--- src/rtl/cache_control_pkg.sv ---
// Shared types for the cache miss sequencer.
package cache_control_pkg;

    typedef enum logic [1:0] {
        CC_IDLE,
        CC_WRITEBACK,
        CC_ALLOCATE
    } cache_state_t;

endpackage

--- src/rtl/cache_control_sat_counter.sv ---
// Saturating up-counter with synchronous clear; clear beats increment.
module sat_counter #(
    parameter int unsigned width = 16
) (
    input  logic             clk,
    input  logic             reset,
    input  logic             inc,
    input  logic             clr,
    output logic [width-1:0] count
);

    logic [width-1:0] count_q;
    logic [width-1:0] count_d;

    always_comb begin
        count_d = count_q;
        if (clr) begin
            count_d = '0;
        end else if (inc && (count_q != '1)) begin
            count_d = count_q + width'(1);
        end
    end

    always_ff @(posedge clk or posedge reset) begin
        if (reset) begin
            count_q <= '0;
        end else begin
            count_q <= count_d;
        end
    end

    assign count = count_q;

endmodule

--- src/rtl/cache_control.sv ---
// Write-back / write-allocate miss sequencer for the 2-way cache datapath,
// with saturating hit, miss and writeback performance counters.
module cache_control
    import cache_control_pkg::*;
#(
    parameter int unsigned CNT_WIDTH = 16
) (
    input  logic                 clk,
    input  logic                 reset,
    input  logic                 mem_read,
    input  logic                 mem_write,
    input  logic                 mem_resp,
    input  logic                 hit,
    input  logic                 dirty,
    input  logic                 pmem_resp,
    output logic                 pmem_read,
    output logic                 pmem_write,
    output logic                 sel_way_mux,
    output logic                 pmem_mux_sel,
    input  logic                 clear_counters,
    output logic [CNT_WIDTH-1:0] hit_count,
    output logic [CNT_WIDTH-1:0] miss_count,
    output logic [CNT_WIDTH-1:0] wb_count
);

    cache_state_t state_q;
    cache_state_t state_d;
    logic         miss_flag_q;
    logic         miss_flag_d;
    logic         mem_resp_q;
    logic         request;
    logic         miss_start;
    logic         completion;
    logic         hit_inc;
    logic         wb_inc;

    assign request    = mem_read | mem_write;
    assign miss_start = (state_q == CC_IDLE) & request & ~hit;
    assign completion = mem_resp & ~mem_resp_q;
    assign hit_inc    = completion & ~miss_flag_q;
    assign wb_inc     = miss_start & dirty;

    always_ff @(posedge clk or posedge reset) begin
        if (reset) begin
            state_q <= CC_IDLE;
        end else begin
            state_q <= state_d;
        end
    end

    // Once a physical transaction starts it always runs to pmem_resp,
    // even if the CPU request goes away.
    always_comb begin
        state_d = state_q;
        unique case (state_q)
            CC_IDLE: begin
                if (miss_start) begin
                    state_d = dirty ? CC_WRITEBACK : CC_ALLOCATE;
                end
            end
            CC_WRITEBACK: begin
                if (pmem_resp) begin
                    state_d = CC_ALLOCATE;
                end
            end
            CC_ALLOCATE: begin
                if (pmem_resp) begin
                    state_d = CC_IDLE;
                end
            end
            default: state_d = CC_IDLE;
        endcase
    end

    always_comb begin
        pmem_read    = 1'b0;
        pmem_write   = 1'b0;
        sel_way_mux  = 1'b0;
        pmem_mux_sel = 1'b0;
        unique case (state_q)
            CC_WRITEBACK: begin
                pmem_write   = 1'b1;
                sel_way_mux  = 1'b1;
                pmem_mux_sel = 1'b1;
            end
            CC_ALLOCATE: begin
                pmem_read   = 1'b1;
                sel_way_mux = 1'b1;
            end
            default: ;
        endcase
    end

    // A new miss takes priority over clearing, so a miss can never be lost.
    always_comb begin
        miss_flag_d = miss_flag_q;
        if (miss_start) begin
            miss_flag_d = 1'b1;
        end else if (completion) begin
            miss_flag_d = 1'b0;
        end
    end

    always_ff @(posedge clk or posedge reset) begin
        if (reset) begin
            miss_flag_q <= 1'b0;
            mem_resp_q  <= 1'b0;
        end else begin
            miss_flag_q <= miss_flag_d;
            mem_resp_q  <= mem_resp;
        end
    end

    sat_counter #(.width(CNT_WIDTH)) u_hit_cnt (
        .clk   (clk),
        .reset (reset),
        .inc   (hit_inc),
        .clr   (clear_counters),
        .count (hit_count)
    );

    sat_counter #(.width(CNT_WIDTH)) u_miss_cnt (
        .clk   (clk),
        .reset (reset),
        .inc   (miss_start),
        .clr   (clear_counters),
        .count (miss_count)
    );

    sat_counter #(.width(CNT_WIDTH)) u_wb_cnt (
        .clk   (clk),
        .reset (reset),
        .inc   (wb_inc),
        .clr   (clear_counters),
        .count (wb_count)
    );

endmodule

--- config.mk ---
export PLATFORM = sky130hd
export DESIGN_NAME = cache_control
export DESIGN_NICKNAME = d
export VERILOG_FILES = /design/src/rtl/cache_control_pkg.sv /design/src/rtl/cache_control_sat_counter.sv /design/src/rtl/cache_control.sv
export SDC_FILE = /design/constraint.sdc
export NUM_CORES = 1
export LEC_CHECK = 0
export ABC_CLOCK_PERIOD_IN_PS = 2700
export CORE_ASPECT_RATIO = 1.2
export CORE_MARGIN = 1.5
export CORE_UTILIZATION = 51
export DETAILED_ROUTE_END_ITERATION = 7
export GPL_TIMING_DRIVEN = 0
export PLACE_DENSITY = 0.79
export SETUP_SLACK_MARGIN = 0.5
export SYNTH_ARGS = -nofsm -noshare
export SYNTH_HDL_FRONTEND = slang
export SYNTH_HIERARCHICAL = 1
export SYNTH_SLANG_ARGS = --single-unit
--- constraint.sdc ---
create_clock -name clk -period 2.7 [get_ports clk]
set_clock_uncertainty 0.05 [all_clocks]
set_input_delay 0.54 -clock clk [delete_from_list [all_inputs] [get_ports clk]]
set_output_delay 0.54 -clock clk [all_outputs]
set_load 0.01 [all_outputs]
==> results.toml <==
[die]
die_w_um = 73.6
core-area_mm2 = 0.00571
boundaryPins = 61
dieArea_mm2 = 0.00646
std_cell_rows = 30
die_h_um = 87.7
start_util_pct = 53.5

[yosys]
synthAdderAreaFrac_pct = 2.46
synth_compound_area_share_pct = 16.3
synth_ff_type = "dfrtp_1"
synth_nets = 343
synth_cells = 328
synth-edff-count = 0
ys_seq_area_share_pct = 42.7
synth_top_cell_by_area = "dfrtp_1"
synth_cell_types = 36
synthTopCellsByArea = "dfrtp_1 43%, a21oi_1 6.1%, or4_1 4.4%, o31ai_1 3.7%, or3_1 3.7%"
synth-xor-area-share_pct = 0
yosys-mux-area-fraction_pct = 3.20
synth_top_family_by_area = "simple AND/OR/NAND/NOR gates"
syn-cell-area_mm2 = 0.00305
yosys_warnings = 6
synth_top_area_share_pct = 42.7
synthSimpleGateAreaFrac_pct = 31.1
synth-seq-cells = 52
synth.avg_cell_area_um2 = 9.30
async_reset_ff_share_pct = 100

[worst_setup_path]
cp.required_ns = 2.11
cp-end-kind = "output pin"
cp-start-kind = "flip-flop"
arrival_ns = 1.62
worstRegToRegCells = 9
critPathKind = "reg2out"
critical_path_peak_fanout = 4

[timing]
tns_ns = 0
drv_slew = 0
clock.fmax_mhz = 452
setup_ws_ns = 0.485
finalHoldViolCount = 0
fin_hold_ws_ns = 0.408
finalCritPeriodShare_pct = 82.0
rsz0062_at_grt = "yes"
maxSlewHeadroom_pct = 55.7
setup_viol = 0
period_needed_ns = 2.21
tightest_slew_ns = 0.659

[global_routing]
grt-ovfl-total = 0
antenna_found_initial = 0
grt_usage_pct = 23.8
grt_start_max_net_pins = 17
grt_pass1_wl_um = 12300
grt_pass1_vias = 2743

[drt]
top_layer = "met4"
firstDrtPassIters = 4
drt_wl_total_um = 7570
wl_met1_um = 3290
dr_wl_met2_um = 3860
vias = 2920
antenna_left = 0
drt_iter0_drc = 113
viasPerCell = 5.97
drc = 0
route.met3.wl_um = 274
avgRoutedWirePerCell_um = 15.5

[clocking]
cts.reportedPaths.clkPinSlew_ns = 0.10
clk_latency_ns = 0.30
cts_hold_buf = 0
cts_htree_levels = 2
clock-root-buffer = "clkbuf_8"
ctsLongestPathBuffers = 2
clock_sinks = 52
cts_tree = "built"
cts_made_buffers = 5

[cells_and_area]
final_cell_mix = "53 x clkdlybuf4s50_1, 52 x dfrtp_1, 31 x a21oi_1"
fin_util_pct = 71.8
final_common_cell = "clkdlybuf4s50_1"
diodes = 0
fin_nets = 423
layout-area-overhead-vs-synth_pct = 34.3
drive_gt1_share_pct = 17.1

[power]
vdd_drop_max_mv = 0.400
post-layout-total-power_w = 0.00174
powerDensity_mw_per_mm2 = 426
leakagePower_nw = 1.52

[run_status]
outcome = "completed"

[run]
maxCapViolCount = 0

[placement]
place_ws_ns = -0.160
place_congestion = 0.880
hpwlAfterDp_um = 5330
port-buffer-count = 59

[min_path]
hold_path_depth = 2
hp-class = "in2reg"
==> final timing paths <==
check | from | end | slack, ns
max in group asynchronous | reset | u_wb_cnt/count[7] | 1.46
setup reg to reg | state_q[0] | u_miss_cnt/count[15] | 0.53
min in group asynchronous | reset | state_q[1] | 0.52
hold / removal | clear_counters | u_miss_cnt/count[8] | 0.41
setup / recovery | state_q[1] | pmem_write | 0.49
hold reg to reg | miss_flag_q | miss_flag_q | 0.46
==> synth_stat cells (all sizes together), types with 7 or more instances <==
cell,instances
a21oi,37
dfrtp,52
inv,13
nand2,18
nand2b,7
nand3,21
nand4,16
nor2,10
nor2b,10
nor3,12
nor4,9
o21ai,16
o31ai,15
or3,21
or4,24
==> registers in the layout, indices dropped and copies added (netlist names) <==
name and flops:
mem_resp_q 1, miss_flag_q 1, state_q 2, u_hit_cnt/count 16, u_miss_cnt/count 16, u_wb_cnt/count 16
==> metal layers <==
metal,GRT usage [%],up-vias
met5,0,-
met4,7.74,0
met3,3.22,15
met2,41.6,82
met1,30.3,1398
li1,-,1425
==> stage by stage <==
stage	instances	area, um^2
2_1_floorplan	328	3070
3_3_place_gp	467	3760
3_5_place_dp	467	3760
4_1_cts	487	4000
5_1_grt	489	4100
6_report	489	4100
==> what timing repair did <==
item | 4_1_cts | 5_1_grt
setup endpoints to repair | 17 | 26
setup buffers | 12 | 2
resized for setup | 19 | 21
pin swaps | 13 | 12
==> cell families after synthesis <==
family	Yosys count
flip-flops	52
AND/OR/NAND/NOR	153
buffers and inverters	26
adder cells (fa/ha/maj)	6
multiplexers	9
AO/OA/AOI/OAI	82
==> where the power goes <==
group / internal, W / switching, W
Clock: 0.000209 / 0.000258
Combinational: 0.000233 / 0.000194
Sequential: 0.000811 / 0.0000386
==> area by class of cell <==
cell class                 count  area [um^2]
inverter                      13         48.8
timing repair buffer          73          701
fill                         453         1610
clock inverter                 1         7.51
clock buffer                   7         86.3
buffer                        13          111
multi-input combinational    250         1740
sequential                    52         1300
tap                           80          100
==> critical path, stage by stage (launching register included) <==
cell             delay, ns
dfrtp_1               0.40
inv_2                 0.09
ha_2                  0.21
buf_4                 0.11
clkdlybuf4s50_1       0.52
No activity file was read; power rests on OpenSTA's default activity.
